===== src/rtl/lift_call_scheduler.sv =====
// -----------------------------------------------------------------------------
// lift_call_scheduler
//
// Purpose:
//   Latches hall calls (up/down per floor) and in-car calls, picks the next
//   target floor with a collective-directional SCAN policy and offers it to
//   the car datapath over a valid/ready handshake. Served calls are cleared
//   when the car reports arrival, and the current travel direction is output.
//
// Optional feature:
//   LIFT_SCHED_TIMEOUT_EN - when defined, a 16-bit watchdog counts cycles spent
//   waiting for arrival. Reaching TIMEOUT_CYCLES raises the sticky o_fault,
//   returns the FSM to IDLE (pending calls kept) and blocks further dispatch
//   until reset. When undefined, o_fault is tied low and TRAVEL waits forever.
//
// Parameters:
//   NUM_FLOORS      floors served (2..32), floor index is 5 bits
//   TIMEOUT_CYCLES  arrival watchdog limit (only with LIFT_SCHED_TIMEOUT_EN)
//
// Ports:
//   i_clk         clock, rising edge
//   i_rst_n       asynchronous active-low reset
//   i_hall_up     up hall-call pulses per floor (top floor bit ignored)
//   i_hall_dn     down hall-call pulses per floor (floor 0 bit ignored)
//   i_car_call    in-car floor button pulses
//   i_curr_floor  current car floor (values >= NUM_FLOORS clamp to the top)
//   i_req_ready   datapath accepts the offered target
//   i_arrived     pulse: car stopped at accepted target, doors open
//   o_target      offered target floor, stable while o_req_valid is high
//   o_req_valid   target offered
//   o_dir         00 idle, 01 up, 10 down
//   o_pend_up/o_pend_dn/o_pend_car  pending-call registers
//   o_fault       sticky watchdog fault
// -----------------------------------------------------------------------------
module lift_call_scheduler #(
  parameter int NUM_FLOORS     = 32,
  parameter int TIMEOUT_CYCLES = 1024
) (
  input  logic                  i_clk,
  input  logic                  i_rst_n,
  input  logic [NUM_FLOORS-1:0] i_hall_up,
  input  logic [NUM_FLOORS-1:0] i_hall_dn,
  input  logic [NUM_FLOORS-1:0] i_car_call,
  input  logic [4:0]            i_curr_floor,
  input  logic                  i_req_ready,
  input  logic                  i_arrived,
  output logic [4:0]            o_target,
  output logic                  o_req_valid,
  output logic [1:0]            o_dir,
  output logic [NUM_FLOORS-1:0] o_pend_up,
  output logic [NUM_FLOORS-1:0] o_pend_dn,
  output logic [NUM_FLOORS-1:0] o_pend_car,
  output logic                  o_fault
);

  typedef enum logic [1:0] {
    ST_IDLE     = 2'd0,
    ST_SELECT   = 2'd1,
    ST_DISPATCH = 2'd2,
    ST_TRAVEL   = 2'd3
  } state_t;

  localparam logic [1:0] DIR_IDLE = 2'b00;
  localparam logic [1:0] DIR_UP   = 2'b01;
  localparam logic [1:0] DIR_DN   = 2'b10;

  localparam logic [NUM_FLOORS-1:0] ZERO_V = {NUM_FLOORS{1'b0}};
  // No up call exists at the top floor and no down call at floor 0.
  localparam logic [NUM_FLOORS-1:0] UP_OK_MASK = {1'b0, {(NUM_FLOORS-1){1'b1}}};
  localparam logic [NUM_FLOORS-1:0] DN_OK_MASK = {{(NUM_FLOORS-1){1'b1}}, 1'b0};

  // Elaboration-time parameter sanity checks.
  if (NUM_FLOORS < 2 || NUM_FLOORS > 32) begin : g_bad_floors
    $error("lift_call_scheduler: NUM_FLOORS must be 2..32");
  end
  if (TIMEOUT_CYCLES < 1 || TIMEOUT_CYCLES > 65536) begin : g_bad_timeout
    $error("lift_call_scheduler: TIMEOUT_CYCLES must be 1..65536");
  end

  // ---------------------------------------------------------------------------
  // Floor-vector helpers
  // ---------------------------------------------------------------------------
  function automatic logic [NUM_FLOORS-1:0] above_mask(input logic [4:0] c);
    logic [NUM_FLOORS-1:0] m;
    for (int i = 0; i < NUM_FLOORS; i++) begin
      m[i] = (5'(i) > c);
    end
    return m;
  endfunction

  function automatic logic [NUM_FLOORS-1:0] below_mask(input logic [4:0] c);
    logic [NUM_FLOORS-1:0] m;
    for (int i = 0; i < NUM_FLOORS; i++) begin
      m[i] = (5'(i) < c);
    end
    return m;
  endfunction

  function automatic logic [NUM_FLOORS-1:0] one_hot(input logic [4:0] c);
    logic [NUM_FLOORS-1:0] m;
    for (int i = 0; i < NUM_FLOORS; i++) begin
      m[i] = (5'(i) == c);
    end
    return m;
  endfunction

  function automatic logic [4:0] lowest_idx(input logic [NUM_FLOORS-1:0] v);
    logic [4:0] idx;
    idx = 5'd0;
    for (int i = NUM_FLOORS - 1; i >= 0; i--) begin
      idx = v[i] ? 5'(i) : idx;
    end
    return idx;
  endfunction

  function automatic logic [4:0] highest_idx(input logic [NUM_FLOORS-1:0] v);
    logic [4:0] idx;
    idx = 5'd0;
    for (int i = 0; i < NUM_FLOORS; i++) begin
      idx = v[i] ? 5'(i) : idx;
    end
    return idx;
  endfunction

  // ---------------------------------------------------------------------------
  // State
  // ---------------------------------------------------------------------------
  state_t                state_r, state_nxt_s;
  logic [4:0]            target_r, target_nxt_s;
  logic                  valid_r, valid_nxt_s;
  logic [1:0]            dir_r, dir_nxt_s;
  logic [NUM_FLOORS-1:0] pend_car_r, pend_up_r, pend_dn_r;

  logic [4:0]            cf_s;
  logic [NUM_FLOORS-1:0] all_pend_s;
  logic                  any_pend_s;
  logic [NUM_FLOORS-1:0] above_s, below_s;
  logic [NUM_FLOORS-1:0] up_near_s, up_far_s, dn_near_s, dn_far_s;
  logic                  here_s;
  logic                  up_found_s, dn_found_s, sel_found_s;
  logic [4:0]            up_floor_s, dn_floor_s, sel_floor_s;
  logic [1:0]            sel_dir_s;

  logic                  arrive_s;
  logic [NUM_FLOORS-1:0] tgt_hot_s;
  logic                  beyond_up_s, beyond_dn_s;
  logic [NUM_FLOORS-1:0] clr_car_s, clr_up_s, clr_dn_s;

  logic                  tmo_hit_s;
  logic                  hold_s;

  // Out-of-range floor reports clamp to the top floor.
  assign cf_s = ({1'b0, i_curr_floor} >= 6'(NUM_FLOORS)) ? 5'(NUM_FLOORS - 1)
                                                         : i_curr_floor;

  assign all_pend_s = pend_car_r | pend_up_r | pend_dn_r;
  assign any_pend_s = |all_pend_s;

  // ---------------------------------------------------------------------------
  // SCAN target selection (evaluated on registered pending state)
  // ---------------------------------------------------------------------------
  assign above_s   = above_mask(cf_s);
  assign below_s   = below_mask(cf_s);
  // Going up: stop for car/up calls above first, then the farthest down call.
  assign up_near_s = (pend_car_r | pend_up_r) & above_s;
  assign up_far_s  = pend_dn_r & above_s;
  // Going down: mirror image.
  assign dn_near_s = (pend_car_r | pend_dn_r) & below_s;
  assign dn_far_s  = pend_up_r & below_s;
  assign here_s    = |(all_pend_s & one_hot(cf_s));

  // Directional searches and final choice of target floor and direction.
  always_comb begin
    up_found_s  = 1'b1;
    up_floor_s  = 5'd0;
    dn_found_s  = 1'b1;
    dn_floor_s  = 5'd0;
    sel_found_s = 1'b1;
    sel_floor_s = cf_s;
    sel_dir_s   = dir_r;

    if (|up_near_s) begin
      up_floor_s = lowest_idx(up_near_s);
    end else if (|up_far_s) begin
      up_floor_s = highest_idx(up_far_s);
    end else begin
      up_found_s = 1'b0;
    end

    if (|dn_near_s) begin
      dn_floor_s = highest_idx(dn_near_s);
    end else if (|dn_far_s) begin
      dn_floor_s = lowest_idx(dn_far_s);
    end else begin
      dn_found_s = 1'b0;
    end

    if (dir_r == DIR_DN) begin
      if (dn_found_s) begin
        sel_floor_s = dn_floor_s;
      end else if (up_found_s) begin
        sel_floor_s = up_floor_s;
      end else if (here_s) begin
        sel_floor_s = cf_s;
      end else begin
        sel_found_s = 1'b0;
      end
    end else begin
      if (up_found_s) begin
        sel_floor_s = up_floor_s;
      end else if (dn_found_s) begin
        sel_floor_s = dn_floor_s;
      end else if (here_s) begin
        sel_floor_s = cf_s;
      end else begin
        sel_found_s = 1'b0;
      end
    end

    // A stop at the current floor keeps the heading; from idle it counts as up.
    if (sel_floor_s > cf_s) begin
      sel_dir_s = DIR_UP;
    end else if (sel_floor_s < cf_s) begin
      sel_dir_s = DIR_DN;
    end else if (dir_r == DIR_IDLE) begin
      sel_dir_s = DIR_UP;
    end else begin
      sel_dir_s = dir_r;
    end
  end

  // ---------------------------------------------------------------------------
  // Service clearing on arrival
  // ---------------------------------------------------------------------------
  assign arrive_s    = (state_r == ST_TRAVEL) && i_arrived;
  assign tgt_hot_s   = one_hot(target_r);
  assign beyond_up_s = |(all_pend_s & above_mask(target_r));
  assign beyond_dn_s = |(all_pend_s & below_mask(target_r));

  // Decide which pending bits at the target floor the arrival serves. The
  // opposite hall call is also served when the car will reverse there.
  always_comb begin
    clr_car_s = ZERO_V;
    clr_up_s  = ZERO_V;
    clr_dn_s  = ZERO_V;
    if (arrive_s) begin
      clr_car_s = tgt_hot_s;
      if (dir_r == DIR_UP) begin
        clr_up_s = tgt_hot_s;
        clr_dn_s = beyond_up_s ? ZERO_V : tgt_hot_s;
      end else if (dir_r == DIR_DN) begin
        clr_dn_s = tgt_hot_s;
        clr_up_s = beyond_dn_s ? ZERO_V : tgt_hot_s;
      end else begin
        clr_up_s = ZERO_V;
        clr_dn_s = ZERO_V;
      end
    end else begin
      clr_car_s = ZERO_V;
    end
  end

  // Pending-call registers: a new pulse wins over a same-cycle clear.
  always_ff @(posedge i_clk or negedge i_rst_n) begin
    if (!i_rst_n) begin
      pend_car_r <= ZERO_V;
      pend_up_r  <= ZERO_V;
      pend_dn_r  <= ZERO_V;
    end else begin
      pend_car_r <= (pend_car_r & ~clr_car_s) | i_car_call;
      pend_up_r  <= (pend_up_r  & ~clr_up_s)  | (i_hall_up & UP_OK_MASK);
      pend_dn_r  <= (pend_dn_r  & ~clr_dn_s)  | (i_hall_dn & DN_OK_MASK);
    end
  end

  // ---------------------------------------------------------------------------
  // Arrival watchdog
  // ---------------------------------------------------------------------------
`ifdef LIFT_SCHED_TIMEOUT_EN
  logic [15:0] tmo_cnt_r;
  logic        fault_r;

  assign tmo_hit_s = (state_r == ST_TRAVEL) && !i_arrived &&
                     (tmo_cnt_r >= 16'(TIMEOUT_CYCLES - 1));
  assign hold_s    = fault_r;
  assign o_fault   = fault_r;

  // Watchdog counter restarts on every TRAVEL entry; fault is sticky.
  always_ff @(posedge i_clk or negedge i_rst_n) begin
    if (!i_rst_n) begin
      tmo_cnt_r <= 16'd0;
      fault_r   <= 1'b0;
    end else begin
      if (state_r == ST_TRAVEL) begin
        tmo_cnt_r <= tmo_cnt_r + 16'd1;
      end else begin
        tmo_cnt_r <= 16'd0;
      end
      if (tmo_hit_s) begin
        fault_r <= 1'b1;
      end else begin
        fault_r <= fault_r;
      end
    end
  end
`else
  assign tmo_hit_s = 1'b0;
  assign hold_s    = 1'b0;
  assign o_fault   = 1'b0;
`endif

  // ---------------------------------------------------------------------------
  // Control FSM
  // ---------------------------------------------------------------------------
  // Next-state and next-output logic.
  always_comb begin
    state_nxt_s  = state_r;
    target_nxt_s = target_r;
    valid_nxt_s  = valid_r;
    dir_nxt_s    = dir_r;
    case (state_r)
      ST_IDLE: begin
        valid_nxt_s = 1'b0;
        if (any_pend_s && !hold_s) begin
          state_nxt_s = ST_SELECT;
        end else if (!any_pend_s) begin
          dir_nxt_s = DIR_IDLE;
        end else begin
          dir_nxt_s = dir_r;
        end
      end
      ST_SELECT: begin
        if (sel_found_s) begin
          target_nxt_s = sel_floor_s;
          dir_nxt_s    = sel_dir_s;
          valid_nxt_s  = 1'b1;
          state_nxt_s  = ST_DISPATCH;
        end else begin
          valid_nxt_s  = 1'b0;
          state_nxt_s  = ST_IDLE;
        end
      end
      ST_DISPATCH: begin
        if (i_req_ready) begin
          valid_nxt_s = 1'b0;
          state_nxt_s = ST_TRAVEL;
        end else begin
          valid_nxt_s = 1'b1;
        end
      end
      ST_TRAVEL: begin
        valid_nxt_s = 1'b0;
        if (arrive_s) begin
          state_nxt_s = ST_IDLE;
        end else if (tmo_hit_s) begin
          state_nxt_s = ST_IDLE;
        end else begin
          state_nxt_s = ST_TRAVEL;
        end
      end
      default: begin
        valid_nxt_s = 1'b0;
        state_nxt_s = ST_IDLE;
      end
    endcase
  end

  // FSM state and registered outputs.
  always_ff @(posedge i_clk or negedge i_rst_n) begin
    if (!i_rst_n) begin
      state_r  <= ST_IDLE;
      target_r <= 5'd0;
      valid_r  <= 1'b0;
      dir_r    <= DIR_IDLE;
    end else begin
      state_r  <= state_nxt_s;
      target_r <= target_nxt_s;
      valid_r  <= valid_nxt_s;
      dir_r    <= dir_nxt_s;
    end
  end

  assign o_target    = target_r;
  assign o_req_valid = valid_r;
  assign o_dir       = dir_r;
  assign o_pend_up   = pend_up_r;
  assign o_pend_dn   = pend_dn_r;
  assign o_pend_car  = pend_car_r;

endmodule


===== config.mk =====
export PLATFORM = sky130hd
export DESIGN_NAME = lift_call_scheduler
export DESIGN_NICKNAME = d
export VERILOG_FILES = /design/src/rtl/lift_call_scheduler.sv
export SDC_FILE = /design/constraint.sdc
export NUM_CORES = 1
export LEC_CHECK = 0
export ABC_AREA = 1
export CORE_UTILIZATION = 35
export DETAILED_ROUTE_END_ITERATION = 6
export PLACE_DENSITY = 0.61
export SKIP_CTS_REPAIR_TIMING = 1
export SYNTH_ARGS = -nofsm -noshare
export SYNTH_HDL_FRONTEND = slang
export SYNTH_SLANG_ARGS = --single-unit

===== constraint.sdc =====
create_clock -name i_clk -period 4.2 [get_ports i_clk]
set_input_delay 0.84 -clock i_clk [delete_from_list [all_inputs] [get_ports i_clk]]
set_output_delay 0.84 -clock i_clk [all_outputs]
set_load 0.02 [all_outputs]

Word-level counts from Yosys, hierarchy flattened
Index checks and enable logic that the tools add are counted.
{ "op_classes": {"n_eq_ne": 72, "bitwise_logic": 19, "magnitude_cmp": 130, "reduce_logical": 18, "n_mux": 168} }
{ "ops": {"columns": ["cell", "count"], "rows": [
  ["$mux W5", 105],
  ["$and A32 B32 Y32", 10],
  ["$mux W32", 9],
  ["$reduce_or A32 Y1", 8],
  ["$eq A5 B5 Y1 const A", 32],
  ["$gt A5 B5 Y1 const A", 32],
  ["$lt A5 B5 Y1 const A", 32],
  ["$or A32 B32 Y32", 5],
  ["$not A32 Y32", 3],
  ["$eq A4 B5 Y1 const A", 16],
  ["$gt A4 B5 Y1 const A", 16],
  ["$lt A4 B5 Y1 const A", 16],
  ["$mux W4", 16],
  ["$eq A3 B5 Y1 const A", 8],
  ["$gt A3 B5 Y1 const A", 8],
  ["$lt A3 B5 Y1 const A", 8],
  ["$or A32 B31 Y32", 1],
  ["$mux W2", 13],
  ["$mux W3", 8],
  ["$eq A2 B5 Y1 const A", 4],
  ["$gt A1 B5 Y1 const A", 4],
  ["$gt A2 B5 Y1 const A", 4],
  ["$lt A1 B5 Y1 const A", 4],
  ["$lt A2 B5 Y1 const A", 4],
  ["18 further kinds", 41]
]} }
{ "word_totals": {"register_bits": 106, "inputBits": 105, "out_inout_bits": 105} }

Longest topological paths before layout
Gate-level depths: netlist of the first run.
{ "logic_depth": {"ltp_word": 44, "depth_mapped": 47, "depth_no_buf": 46} }

Least setup slack after synthesis of the first run
OpenSTA, ideal clock, no wires.
{ "synth_timing": {"path_kind": "input-to-reg", "startpoint": "input i_curr_floor[4]", "endpoint": "register dir_r[0] (netlist: o_dir[0])", "path_slack_ns": 0.276, "cell_stages": 32, "n_path_buf": 1, "arrival_ns": 3.802, "path_cell_list": "buf_6 > inv_2 > nor2_1 > inv_1 > nor2_1 > inv_1 > nand2_2 > inv_2 > nand2_2 > inv_2 > o21ai_2 > nand2_1 > nor3_2 > nand2_1 > nor3_4 > inv_1 > nor2_2 > inv_1 > nor2_2 > inv_2 > o21ai_1 > a21oi_1 > ha_1 > nand2_1 > nor2_1 > nand2_1 > o211ai_1 > nand2_1 > o2111ai_1 > nand2_1 > nor2_1 > a21oi_1"} }
{ "synth_between": {"elab_chain_len": 44, "word_cells_on_any_way": 260, "classes_between": "order compare: 66; eq/ne: 33; mux: 149; bitwise: 5; reduce/logical: 7"} }
{ "synth_rtl": {"columns": ["item", "line_no", "text"], "rows": [
  ["start, declared", "44", "input logic [4:0] i_curr_floor,"],
  ["$lt A5 B5 Y1", "94", "m[i] = (5'(i) < c);"],
  ["$and A32 B32 Y32", "169", "assign dn_far_s = pend_up_r & below_s;"],
  ["$mux W5 (32 in series)", "111", "idx = v[i] ? 5'(i) : idx;"],
  ["$mux W5", "192", "end else if (|dn_far_s) begin"],
  ["$mux W5", "190", "if (|dn_near_s) begin"],
  ["$mux W5", "211", "end else if (dn_found_s) begin"],
  ["$mux W5", "209", "if (up_found_s) begin"],
  ["$mux W5 (*)", "198", "if (dir_r == DIR_DN) begin"],
  ["net sel_floor_s[2]", "141", "logic [4:0] up_floor_s, dn_floor_s, sel_floor_s;"],
  ["$lt A5 B5 Y1", "223", "end else if (sel_floor_s < cf_s) begin"],
  ["$mux W2", "223", null],
  ["$mux W2", "221", "if (sel_floor_s > cf_s) begin"],
  ["$mux W2", "333", "if (sel_found_s) begin"],
  ["$pmux W2 S2", "321", "case (state_r)"],
  ["end signal, assigned", "379", "dir_r <= dir_nxt_s;"],
  ["end, declared", "131", "logic [1:0] dir_r, dir_nxt_s;"]
]} }
The timed path passes the listed nets; every way through them passes the cells marked *. The select of a mux whose other input is x is not followed.
A chain may end at the register's enable or synchronous reset.

Worst setup path in the final report of the first run
{ "layout_timing": {"startpoint": "input i_curr_floor[2]", "endpoint": "register dir_r[0] (netlist: o_dir[0])"} }
The elaborated chain is that of the path after synthesis.

==> impl_metrics.yaml, run 1 <==
floorplan:
  dieArea_um2: 23600
  num_io_pins: 210
  coreArea_um2: 22600
  die-width_um: 153
  dieHeight_um: 153
  rows: 55
  initial_core_util: 0.356
placed_design:
  place_congestion: 0.991
  dpl_worst_slack_ns: -1.07
  dpl_cell_area_um2: 11600
  io_buffers: 206
  dp_hpwl_um: 29800
synthesis:
  synth_edf_count: 0
  synth_top_area_frac: 0.330
  synth.most_common_cell: "nand2_1"
  netlist_area_um2: 8030
  yosysTopAreaCell: "dfrtp_1"
  synthTopCellsByCount: "311 x nand2_1, 245 x inv_1, 198 x nor2_1, 106 x dfrtp_1, 70 x o21ai_0"
  synth-seq-cells: 106
  synth_nets: 1387
  synth.yosys.seq_area_share: 0.330
  yosysUniqueCellTypes: 48
  synth.area.top_cells: "dfrtp_1 33%, nand2_1 15%, inv_1 11%"
  async_reset_ff_frac: 1.00
  synthCells: 1277
  ys_warn_count: 0
  avgSynthCellArea_um2: 6.29
  synthFlopType: "dfrtp_1"
final_layout:
  fillerInstances: 2251
  areaGrowthSynthToFinish_pct: 52.2
  final_core_util: 0.542
  drive_gt1_frac: 0.172
  nets: 1764
  postLayoutCellArea_um2: 12200
  antenna_cells: 0
min_path:
  hold_class: "register to register"
clock_network:
  clock_latency_ns: 0.37
  htreeDepth: 3
  clock-sinks: 106
  clockRootBuffer: "clkbuf_16"
  numCtsBuffers: 9
  cts_buffer_depth: 2
  clk_pin_slew_worst_paths_ns: 0.08
  cts_tree: "done"
worst_setup_path:
  worst_setup_path_start_kind: "input pin"
  crit_required_ns: 4.46
  cp_slowest_stage_delay_ns: 0.33
  crit_top_cell: "nor2_2"
  cp-end-kind: "register"
  crit_type: "input pin to register"
  critPathMaxFanout: 5
  arrival_ns: 4.78
  slowest_stage: "ha_1"
status:
  status: "complete, but fails checks"
  violations: "setup timing"
drt:
  drc: 0
  routed_wl_um: 36300
  viasPerCell: 5.14
  via_count: 9987
  drt-pass1-iter-count: 5
  drt-initial-drc-count: 658
  postRouteAntennaNets: 0
  avgRoutedWirePerCell_um: 18.7
sta:
  tightest_slew_ns: 0.827
  finalSetupViolCount: 2
  holdWs_ns: 0.514
  hold_viol: 0
  slew_viol_final: 0
  min_period_ns: 4.52
  rsz0062_at_grt: "true"
  setup_ws_ns: -0.324
  relSlewSlack: 0.444
  fmax_ghz: 0.221
  skew_ns: 0.0105
  min_period_over_period: 1.08
global_routing:
  grt_usage: 0.309
  antenna_found_initial: 0
  grt_overflow_total: 0
  grt_max_degree: 60
  grt_pass1_vias: 9814
  grt_pass1_wl_um: 55600
power:
  p_leak_nw: 6.19
  power_mw: 3.91
  power_density_nw_per_um2: 320
  ir_drop_uv: 185
flow_run:
  drv_cap: 0
cell usage in the layout, fill, tap and decap left out, types with 7 or more instances in the layout:
master	netlist	layout
a21o_1	23	23
a21oi_1	48	44
a31oi_1	9	7
buf_4	2	170
clkbuf_16	0	10
clkdlybuf4s50_1	0	200
dfrtp_1	106	106
inv_1	245	243
inv_2	13	14
nand2_1	311	299
nand2_2	7	15
nand3_1	34	33
nand4_1	11	11
nor2_1	198	188
nor2_2	7	17
nor3_1	44	43
nor4_1	8	7
o21ai_0	70	70
o21ai_1	11	7
o21ai_2	5	9
o21bai_1	52	52
o22ai_1	10	9
layer usage:
metal / vias to the layer above / wire, µm / global-route usage
li1: 4795 / - / -
met1: 4739 / 16000 / 0.413
met2: 394 / 17200 / 0.521
met3: 59 / 2300 / 0.0451
met4: 0 / 824 / 0.0810
met5: - / 0 / 0
state kept, by name (all words and copies together) (netlist names):
register and count:
o_pend_car 32, o_pend_dn 32, o_pend_up 32, o_target 5, o_dir 2, state_r 2, o_req_valid 1
stage by stage:
stage	TNS, ns	instances
after floorplan	0	1277
after global placement	-2.40	1914
after detailed placement	-2.56	1914
after CTS	-1.36	1930
after global routing	-1.12	1944
final	-0.527	1944
report_power, final:
group	internal (mW)	switching, mW
logic	0.653	1.14
registers	1.08	0.111
clock network	0.476	0.455
worst paths after layout:
path | from | to | slack [ns] | depth (start not counted)
setup / recovery | i_curr_floor[2] | o_dir[0]$_DFFE_PN0P_ | -0.32 | 32
hold / removal | o_pend_car[30]$_DFF_PN0_ | o_pend_car[30]$_DFF_PN0_ | 0.51 | 1
setup reg to reg | o_pend_dn[2]$_DFF_PN0_ | o_dir[0]$_DFFE_PN0P_ | 0.17 | 45
hold reg to reg | o_pend_car[30]$_DFF_PN0_ | o_pend_car[30]$_DFF_PN0_ | 0.51 | 1
max in group asynchronous | i_rst_n | o_pend_car[24]$_DFF_PN0_ | 2.83 | 2
min in group asynchronous | i_rst_n | o_pend_dn[6]$_DFF_PN0_ | 0.53 | 1
cell families after synthesis:
| group | after synthesis | share of synthesized area |
|---|---|---|
| flip-flops | 106 | 0.330 |
| AO/OA/AOI/OAI | 257 | 0.201 |
| other | 1 | 0.000467 |
| adder cells (fa/ha/maj) | 5 | 0.00779 |
| buffers and inverters | 275 | 0.132 |
| AND/OR/NAND/NOR | 633 | 0.328 |
cell type report:
type / instances / area [µm²] / area share
flip-flops and latches: 106 / 2650 / 0.217
multi-input cells: 896 / 4490 / 0.367
inverters: 259 / 987 / 0.0807
repair buffers: 382 / 3430 / 0.281
well taps: 285 / 357 / 0.0292
clock buffers: 9 / 225 / 0.0184
clock inverters: 7 / 86.3 / 0.00706
worst max-delay path, delay by kind of cell:
family	cells	cell delay [ns]
adder cells (fa/ha/maj)	1	0.33
AO/OA/AOI/OAI	5	0.54
AND/OR/NAND/NOR	18	2.27
buffers and inverters	8	0.80
No activity file was read; power rests on OpenSTA's default activity.
==> run 2: changes to the inputs <==
--- a/config.mk
+++ b/config.mk
@@ -6,9 +6,11 @@
 export NUM_CORES = 1
 export LEC_CHECK = 0
 export ABC_AREA = 1
-export CORE_UTILIZATION = 35
+export CELL_PAD_IN_SITES_DETAIL_PLACEMENT = 0
+export CELL_PAD_IN_SITES_GLOBAL_PLACEMENT = 1
+export CORE_UTILIZATION = 34
 export DETAILED_ROUTE_END_ITERATION = 6
-export PLACE_DENSITY = 0.61
+export PLACE_DENSITY = 0.81
 export SKIP_CTS_REPAIR_TIMING = 1
 export SYNTH_ARGS = -nofsm -noshare
 export SYNTH_HDL_FRONTEND = slang
==> impl_metrics.yaml, run 2 (synthesis results as in run 1) <==
drt:
  drc: 0
  viasPerCell: 5.01
  routed_wl_um: 35600
  drt-initial-drc-count: 637
  avgRoutedWirePerCell_um: 18.0
  postRouteAntennaNets: 0
  drt-pass1-iter-count: 7
  via_count: 9895
global_routing:
  grt_pass1_vias: 9629
  antenna_found_initial: 1
  grt_overflow_total: 0
  grt_max_degree: 57
  grt_usage: 0.295
  grt_pass1_wl_um: 53700
power:
  power_density_nw_per_um2: 315
  seqPwrFrac: 0.303
  p_comb_frac: 0.461
  clkPwrFrac: 0.237
  swShare: 0.425
  intPower_mw: 2.24
  ir_drop_uv: 171
  switching_power_mw: 1.65
  p_leak_nw: 6.19
final_layout:
  regArea_um2: 2650
  nets: 1767
  antenna_cells: 0
  fillerInstances: 2315
  postLayoutCellArea_um2: 12300
  layout_commonest_cell: "nand2_1"
  drive_gt1_frac: 0.171
  multi_input_area_um2: 4500
  layout_common_cells: "297 x nand2_1, 242 x inv_1, 200 x clkdlybuf4s50_1, 190 x nor2_1, 167 x buf_4"
  areaGrowthSynthToFinish_pct: 53.5
worst_setup_path:
  critPathMaxFanout: 5
  worst_r2r_path_depth: 45
  r2r-start: "o_pend_car[30]$_DFF_PN0_"
  r2r_end: "o_dir[0]$_DFFE_PN0P_"
  crit_required_ns: 4.46
  crit_top_cell: "nand2_1"
  cp_slowest_stage_delay_ns: 0.33
  slowest_stage: "o211ai_1"
  cp-end-kind: "register"
  arrival_ns: 4.69
  reg2reg_slack_ns: 0.31
  crit_type: "input pin to register"
  worst_setup_path_start_kind: "input pin"
placed_design:
  place_congestion: 0.985
  dpl_cell_area_um2: 11700
  io_buffers: 206
  dp_hpwl_um: 29600
sta:
  rsz0062_at_grt: "true"
  skew_ns: 0.00936
  setup-tns-final_ns: -0.381
  tightest_slew_ns: 0.913
  fmax_ghz: 0.226
  finalSetupViolCount: 2
  relSlewSlack: 0.387
  slew_viol_final: 0
  min_period_ns: 4.43
  hold_viol: 0
  setup_ws_ns: -0.228
  min_period_over_period: 1.05
floorplan:
  num_io_pins: 210
  coreArea_um2: 22900
  dieHeight_um: 156
  die-width_um: 156
  rows: 55
  initial_core_util: 0.350
  dieArea_um2: 24200
min_path:
  hold_class: "input pin to asynchronous set/reset pin"
clock_network:
  htreeDepth: 3
  clock-sinks: 106
  clockRootBuffer: "clkbuf_16"
  numCtsBuffers: 9
  clk_pin_slew_worst_paths_ns: 0.08
  cts_tree: "done"
  clock_latency_ns: 0.37
  cts_buffer_depth: 2
status:
  status: "complete, but fails checks"
  violations: "setup timing"
flow_run:
  drv_cap: 0
-- run 2: power groups by stage --
| stage | registers [mW] | logic, mW | clock network (mW) |
|---|---|---|---|
| 2_1_floorplan | 1.22 | 0.855 | 0 |
| 3_3_place_gp | 1.19 | 1.70 | 0 |
| 3_5_place_dp | 1.19 | 1.68 | 0 |
| 4_1_cts | 1.17 | 1.69 | 0.931 |
| 5_1_grt | 1.18 | 1.93 | 0.968 |
| 6_report | 1.18 | 1.79 | 0.919 |
-- run 2: area by class of cell --
type                       instances  share of cell area
tap                              313              0.0318
clock buffer                      10              0.0194
multi-input combinational        896               0.365
inverter                         259              0.0803
timing repair buffer             385               0.283
sequential                       106               0.215
clock inverter                     6             0.00568
-- run 2: worst max path at each step --
stage                                from  cells past startpoint                   end
after global placement    i_curr_floor[4]                     31  o_dir[0]$_DFFE_PN0P_
after global routing      i_curr_floor[1]                     33  o_dir[0]$_DFFE_PN0P_
after floorplan           i_curr_floor[4]                     32  o_dir[0]$_DFFE_PN0P_
after detailed placement  i_curr_floor[4]                     31  o_dir[0]$_DFFE_PN0P_
after CTS                 i_curr_floor[4]                     31  o_dir[0]$_DFFE_PN0P_
final                     i_curr_floor[2]                     32  o_dir[0]$_DFFE_PN0P_
-- run 2: through the flow --
step | hold WS [ns] | power, mW | util | std cells | setup WS [ns]
6_report | 0.480 | 3.88 | 0.538 | 1975 | -0.228
3_3_place_gp | 0.508 | 2.89 | 0.510 | 1946 | -1.09
2_1_floorplan | 0.544 | 2.07 | - | 1277 | 0.276
4_1_cts | 0.510 | 3.79 | 0.524 | 1962 | -0.731
3_5_place_dp | 0.522 | 2.87 | 0.510 | 1946 | -1.08
5_1_grt | 0.544 | 4.08 | 0.538 | 1975 | -0.482
-- run 2: critical path, delay by kind of cell --
family                     cells  cell delay (ns)
AOI/OAI and AO/OA             12             1.73
and+or+nand+nor               12             1.17
buffers and inverters          7             0.69
adders and majority gates      1             0.26
-- run 2: routing by layer --
| layer | global-route usage | wire (µm) | up-vias |
|---|---|---|---|
| li1 | - | - | 4795 |
| met2 | 0.490 | 16600 | 367 |
| met5 | 0 | 0 | - |
| met4 | 0.0896 | 914 | 0 |
| met3 | 0.0497 | 2290 | 52 |
| met1 | 0.392 | 15900 | 4681 |
